**src/rtl/sha256_compress_core.sv**
```systemverilog
// SHA-256 compression round engine: 64 rounds over a..h fed by an external W stream, then H += a..h.
// Optional SHA224_EN adds MODE_224, which selects the SHA-224 IV on START+INIT.
module sha256_compress_core (
  input  logic         CLK,
  input  logic         RST_N,
  input  logic         START,
  input  logic         INIT,
`ifdef SHA224_EN
  input  logic         MODE_224,
`endif
  output logic [5:0]   W_IDX,
  input  logic [31:0]  W_IN,
  input  logic         W_VALID,
  output logic         BUSY,
  output logic         DONE,
  output logic [255:0] H_OUT
);

  localparam logic [255:0] Iv256 = {
    32'h6a09e667, 32'hbb67ae85, 32'h3c6ef372, 32'ha54ff53a,
    32'h510e527f, 32'h9b05688c, 32'h1f83d9ab, 32'h5be0cd19};
`ifdef SHA224_EN
  localparam logic [255:0] Iv224 = {
    32'hc1059ed8, 32'h367cd507, 32'h3070dd17, 32'hf70e5939,
    32'hffc00b31, 32'h68581511, 32'h64f98fa7, 32'hbefa4fa4};
`endif

  localparam logic [31:0] RoundK [64] = '{
    32'h428a2f98, 32'h71374491, 32'hb5c0fbcf, 32'he9b5dba5,
    32'h3956c25b, 32'h59f111f1, 32'h923f82a4, 32'hab1c5ed5,
    32'hd807aa98, 32'h12835b01, 32'h243185be, 32'h550c7dc3,
    32'h72be5d74, 32'h80deb1fe, 32'h9bdc06a7, 32'hc19bf174,
    32'he49b69c1, 32'hefbe4786, 32'h0fc19dc6, 32'h240ca1cc,
    32'h2de92c6f, 32'h4a7484aa, 32'h5cb0a9dc, 32'h76f988da,
    32'h983e5152, 32'ha831c66d, 32'hb00327c8, 32'hbf597fc7,
    32'hc6e00bf3, 32'hd5a79147, 32'h06ca6351, 32'h14292967,
    32'h27b70a85, 32'h2e1b2138, 32'h4d2c6dfc, 32'h53380d13,
    32'h650a7354, 32'h766a0abb, 32'h81c2c92e, 32'h92722c85,
    32'ha2bfe8a1, 32'ha81a664b, 32'hc24b8b70, 32'hc76c51a3,
    32'hd192e819, 32'hd6990624, 32'hf40e3585, 32'h106aa070,
    32'h19a4c116, 32'h1e376c08, 32'h2748774c, 32'h34b0bcb5,
    32'h391c0cb3, 32'h4ed8aa4a, 32'h5b9cca4f, 32'h682e6ff3,
    32'h748f82ee, 32'h78a5636f, 32'h84c87814, 32'h8cc70208,
    32'h90befffa, 32'ha4506ceb, 32'hbef9a3f7, 32'hc67178f2};

  typedef enum logic [1:0] {StIdle, StLoad, StRound, StFinal} state_e;

  state_e      state_q, state_d;
  logic [31:0] wk_q [8];  // working registers a..h
  logic [31:0] wk_d [8];
  logic [31:0] h_q [8];
  logic [31:0] h_d [8];
  logic [5:0]  t_q, t_d;
  logic        done_q, done_d;
  logic [31:0] t1, t2;
  logic [255:0] iv_sel;

  function automatic logic [31:0] big_s0(input logic [31:0] x);
    return {x[1:0], x[31:2]} ^ {x[12:0], x[31:13]} ^ {x[21:0], x[31:22]};
  endfunction

  function automatic logic [31:0] big_s1(input logic [31:0] x);
    return {x[5:0], x[31:6]} ^ {x[10:0], x[31:11]} ^ {x[24:0], x[31:25]};
  endfunction

`ifdef SHA224_EN
  assign iv_sel = MODE_224 ? Iv224 : Iv256;
`else
  assign iv_sel = Iv256;
`endif

  always_comb begin
    state_d = state_q;
    wk_d    = wk_q;
    h_d     = h_q;
    t_d     = t_q;
    done_d  = 1'b0;
    t1 = wk_q[7] + big_s1(wk_q[4]) + ((wk_q[4] & wk_q[5]) ^ (~wk_q[4] & wk_q[6]))
       + RoundK[t_q] + W_IN;
    t2 = big_s0(wk_q[0]) + ((wk_q[0] & wk_q[1]) ^ (wk_q[0] & wk_q[2]) ^ (wk_q[1] & wk_q[2]));
    unique case (state_q)
      StIdle: begin
        if (START) begin
          state_d = StLoad;
          if (INIT) begin
            for (int i = 0; i < 8; i++) h_d[i] = iv_sel[255-32*i -: 32];
          end
        end
      end
      StLoad: begin
        wk_d    = h_q;
        t_d     = '0;
        state_d = StRound;
      end
      StRound: begin
        // W_VALID low freezes everything, so stalls of any length are transparent.
        if (W_VALID) begin
          for (int i = 7; i > 0; i--) wk_d[i] = wk_q[i-1];
          wk_d[4] = wk_q[3] + t1;
          wk_d[0] = t1 + t2;
          t_d     = t_q + 6'd1;
          if (t_q == 6'd63) state_d = StFinal;
        end
      end
      StFinal: begin
        for (int i = 0; i < 8; i++) h_d[i] = h_q[i] + wk_q[i];
        done_d  = 1'b1;
        state_d = StIdle;
      end
      default: state_d = StIdle;
    endcase
  end

  always_ff @(posedge CLK or negedge RST_N) begin
    if (!RST_N) begin
      state_q <= StIdle;
      t_q     <= '0;
      done_q  <= 1'b0;
      for (int i = 0; i < 8; i++) begin
        wk_q[i] <= '0;
        h_q[i]  <= Iv256[255-32*i -: 32];
      end
    end else begin
      state_q <= state_d;
      t_q     <= t_d;
      done_q  <= done_d;
      wk_q    <= wk_d;
      h_q     <= h_d;
    end
  end

  assign W_IDX = (state_q == StRound) ? t_q : 6'd0;
  assign BUSY  = (state_q != StIdle);
  assign DONE  = done_q;
  assign H_OUT = {h_q[0], h_q[1], h_q[2], h_q[3], h_q[4], h_q[5], h_q[6], h_q[7]};

endmodule

```
**config.mk**
```make
export PLATFORM = sky130hd
export DESIGN_NAME = sha256_compress_core
export DESIGN_NICKNAME = d
export VERILOG_FILES = /design/src/rtl/sha256_compress_core.sv
export SDC_FILE = /design/constraint.sdc
export NUM_CORES = 2
export LEC_CHECK = 0
export BUFFER_PORTS_ARGS = -buffer_cell sky130_fd_sc_hd__buf_4
export CAP_MARGIN = 10
export CELL_PAD_IN_SITES_DETAIL_PLACEMENT = 1
export CELL_PAD_IN_SITES_GLOBAL_PLACEMENT = 1
export CORE_ASPECT_RATIO = 0.5
export CORE_UTILIZATION = 48
export CTS_CLUSTER_DIAMETER = 50
export DETAILED_ROUTE_END_ITERATION = 8
export PLACE_DENSITY = 0.79
export SYNTH_ARGS = -nofsm -noshare
export SYNTH_HDL_FRONTEND = slang
export SYNTH_SLANG_ARGS = --single-unit
```
**constraint.sdc**
```tcl
create_clock -name CLK -period 11.17 [get_ports CLK]
set_input_delay 3.351 -clock CLK [delete_from_list [all_inputs] [get_ports CLK]]
set_output_delay 3.351 -clock CLK [all_outputs]
set_load 0.02 [all_outputs]
```
==> qor.yml <==
synth_top_flop_cell: "dfrtp_1"
required_ns: 11.70
drt_iter0_drc: 3363
initial_core_util: 0.488
min_path_type: "reg -> reg"
postRouteWirelength_mm: 193
synthTopCellsByArea: "dfrtp_1 (21%), ha_1 (10%), dfstp_2 (7.8%), fa_1 (5.8%), o21ai_0 (5.7%)"
insertion_delay_ns: 0.67
cts.clk_slew.worst_paths_ns: 0.06
yosysWarnings: 0
syn-mean-instance-area_um2: 8.56
final.setup.tns_ns: 0
ant_nets: 0
gp_congestion: 1.01
worst_pin_slew_ns: 1.40
r2r_end: "wk_q[253]"
maxCapViolCount: 0
numCtsBuffers: 58
grt_max_degree: 220
routedWlPerCell_um: 28.3
grt_usage: 0.393
io_buffers: 300
min_period_ns: 10.32
cts.repair.resized: 0
hp-start: "H_OUT[95]"
synthCells: 5340
synthDistinctLibCells: 97
syn_nets: 5882
fin_ws_ns: 0.849
drive_above_1_share: 0.130
max_stage_delay_ns: 0.63
grt.overflow.total: 0
r2r_start: "t_q[2]"
io-pin-count: 301
core_region_area_mm2: 0.0936
hold_buffers: 0
rows: 79
cts_buffer_depth: 3
grt_pass1_wl_mm: 285
hold_path_depth: 2
fillers: 11002
hold_end: "H_OUT[95]"
yosys.area.top_type_share: 0.211
fp.dieW_um: 438
synth_enable_flop_cells: 0
async_flop_share: 1.00
finalNetCount: 6051
drt-pass1-iter-count: 5
dp_worst_setup_slack_ns: 0.327
cts_sinks: 521
tritoncts: "built"
yosysTopAreaCell: "dfrtp_1"
finClkSkew_ns: 0.0242
maxSlewHeadroom: 0.0628
min_period_over_period: 0.924
post_cts_buffers: 0
antenna_found_initial: 3
critPathMaxFanout: 5
htree_levels: 2
areaGrowthSynthToFinish_pct: 12.0
status: "completed"
final_hold_viol_count: 0
startpoint_type: "input port"
final_common_cell: "o21ai_0"
max_freq_ghz: 0.0969
ys_seq_area_frac: 0.289
arrival_ns: 10.85
rsz0062_at_grt: "false"
die_y_um: 220
die_area_mm2: 0.0965
route.vias.total: 42864
r2r_slack_ns: 1.98
setup_viol: 0
syn_area_mm2: 0.0457
r2r_cells: 34
drc_errors: 0
clock_tree.root_cell: "clkbuf_16"
layout.core_utilization: 0.547
place.detailed.hpwl_mm: 147
cp_slowest_cell: "o41ai_1"
ys_seq_elements: 521
worstSetupEndpointType: "register"
grt_pass1_vias: 44115
crit_type: "in -> reg"
via_per_inst: 6.29
finalMaxSlewViolations: 0
final_cell_mix: "o21ai_0 (523), nand2_1 (493), a21oi_1 (466), inv_1 (412), buf_4 (386)"
## metal layers
layer	wire length [um]	vias to the layer above	global-route usage
met5	12	-	0
met4	8730	2	0.166
met3	14600	447	0.0780
met2	86100	1468	0.619
met1	83400	21950	0.529
li1	-	18997	-
## cell usage after synthesis (26+ instances only)
library cell	count
a211oi_1	54
a21o_1	195
a21oi_1	467
a31oi_1	45
and3_1	28
buf_1	47
clkbuf_1	229
dfrtp_1	385
dfstp_2	136
fa_1	133
ha_1	372
inv_1	413
mux2_2	33
mux2i_1	231
nand2_1	494
nand2b_1	62
nand3_1	64
nor2_1	353
nor2b_1	58
nor3_1	58
o21a_1	51
o21ai_0	523
o21bai_1	48
o31ai_1	31
or3_1	26
xnor2_1	231
xor2_1	199
## cell families (layout without fill, tap and decap cells)
kind of cell | count (synthesis) | after routing | synth area share
fa+ha+maj | 507 | 507 | 0.161
other cells | 0 | 3 | 0
buf+inv | 696 | 913 | 0.0575
xor+xnor | 430 | 430 | 0.0824
simple gates | 1226 | 1226 | 0.120
mux | 270 | 270 | 0.0617
flops | 521 | 521 | 0.289
compound gates | 1690 | 1690 | 0.229
## final cells by class
class / count / area, um^2 / area share
antenna: 3 / 7.51 / 0.000147
inverter: 415 / 1560 / 0.0305
multi-input combinational: 4123 / 29900 / 0.585
sequential: 521 / 13200 / 0.258
clock inverter: 21 / 230 / 0.00450
tap: 1255 / 1570 / 0.0307
timing repair buffer: 390 / 2970 / 0.0581
clock buffer: 87 / 1680 / 0.0328
## critical path: cells and delay by family
kind            cells  cell delay, ns
compound gates     14            3.20
fa+ha+maj           7            2.78
buf+inv             7            0.68
simple gates        4            0.46
xor+xnor            2            0.36
## registers in the layout, indices dropped and copies added, names as in the netlist
name     flops
wk_q       256
H_OUT      256
DONE         1
state_q      2
t_q          6
## worst max-delay path by stage
stage / from / to / slack, ns / cells past startpoint
floorplan: W_IN[4] / wk_q[252] / 1.33 / 33
global placement: W_IN[4] / wk_q[252] / 0.50 / 35
detailed placement: W_IN[1] / wk_q[254] / 0.33 / 35
CTS: W_IN[1] / wk_q[252] / 0.99 / 35
global route: W_IN[2] / wk_q[253] / 0.64 / 33
finish: W_IN[1] / wk_q[253] / 0.85 / 34
## stage by stage
stage	std cells	hold WS (ns)	instance area, um^2
3_5_place_dp	6703	0.474	49200
6_report	6815	0.482	51200
3_3_place_gp	6703	0.463	49200
5_1_grt	6812	0.505	51100
2_1_floorplan	5340	0.475	45700
4_1_cts	6811	0.484	51100
Power is not shown: default switching activity piles up to over one toggle a cycle in this logic, so the estimate is an artifact.
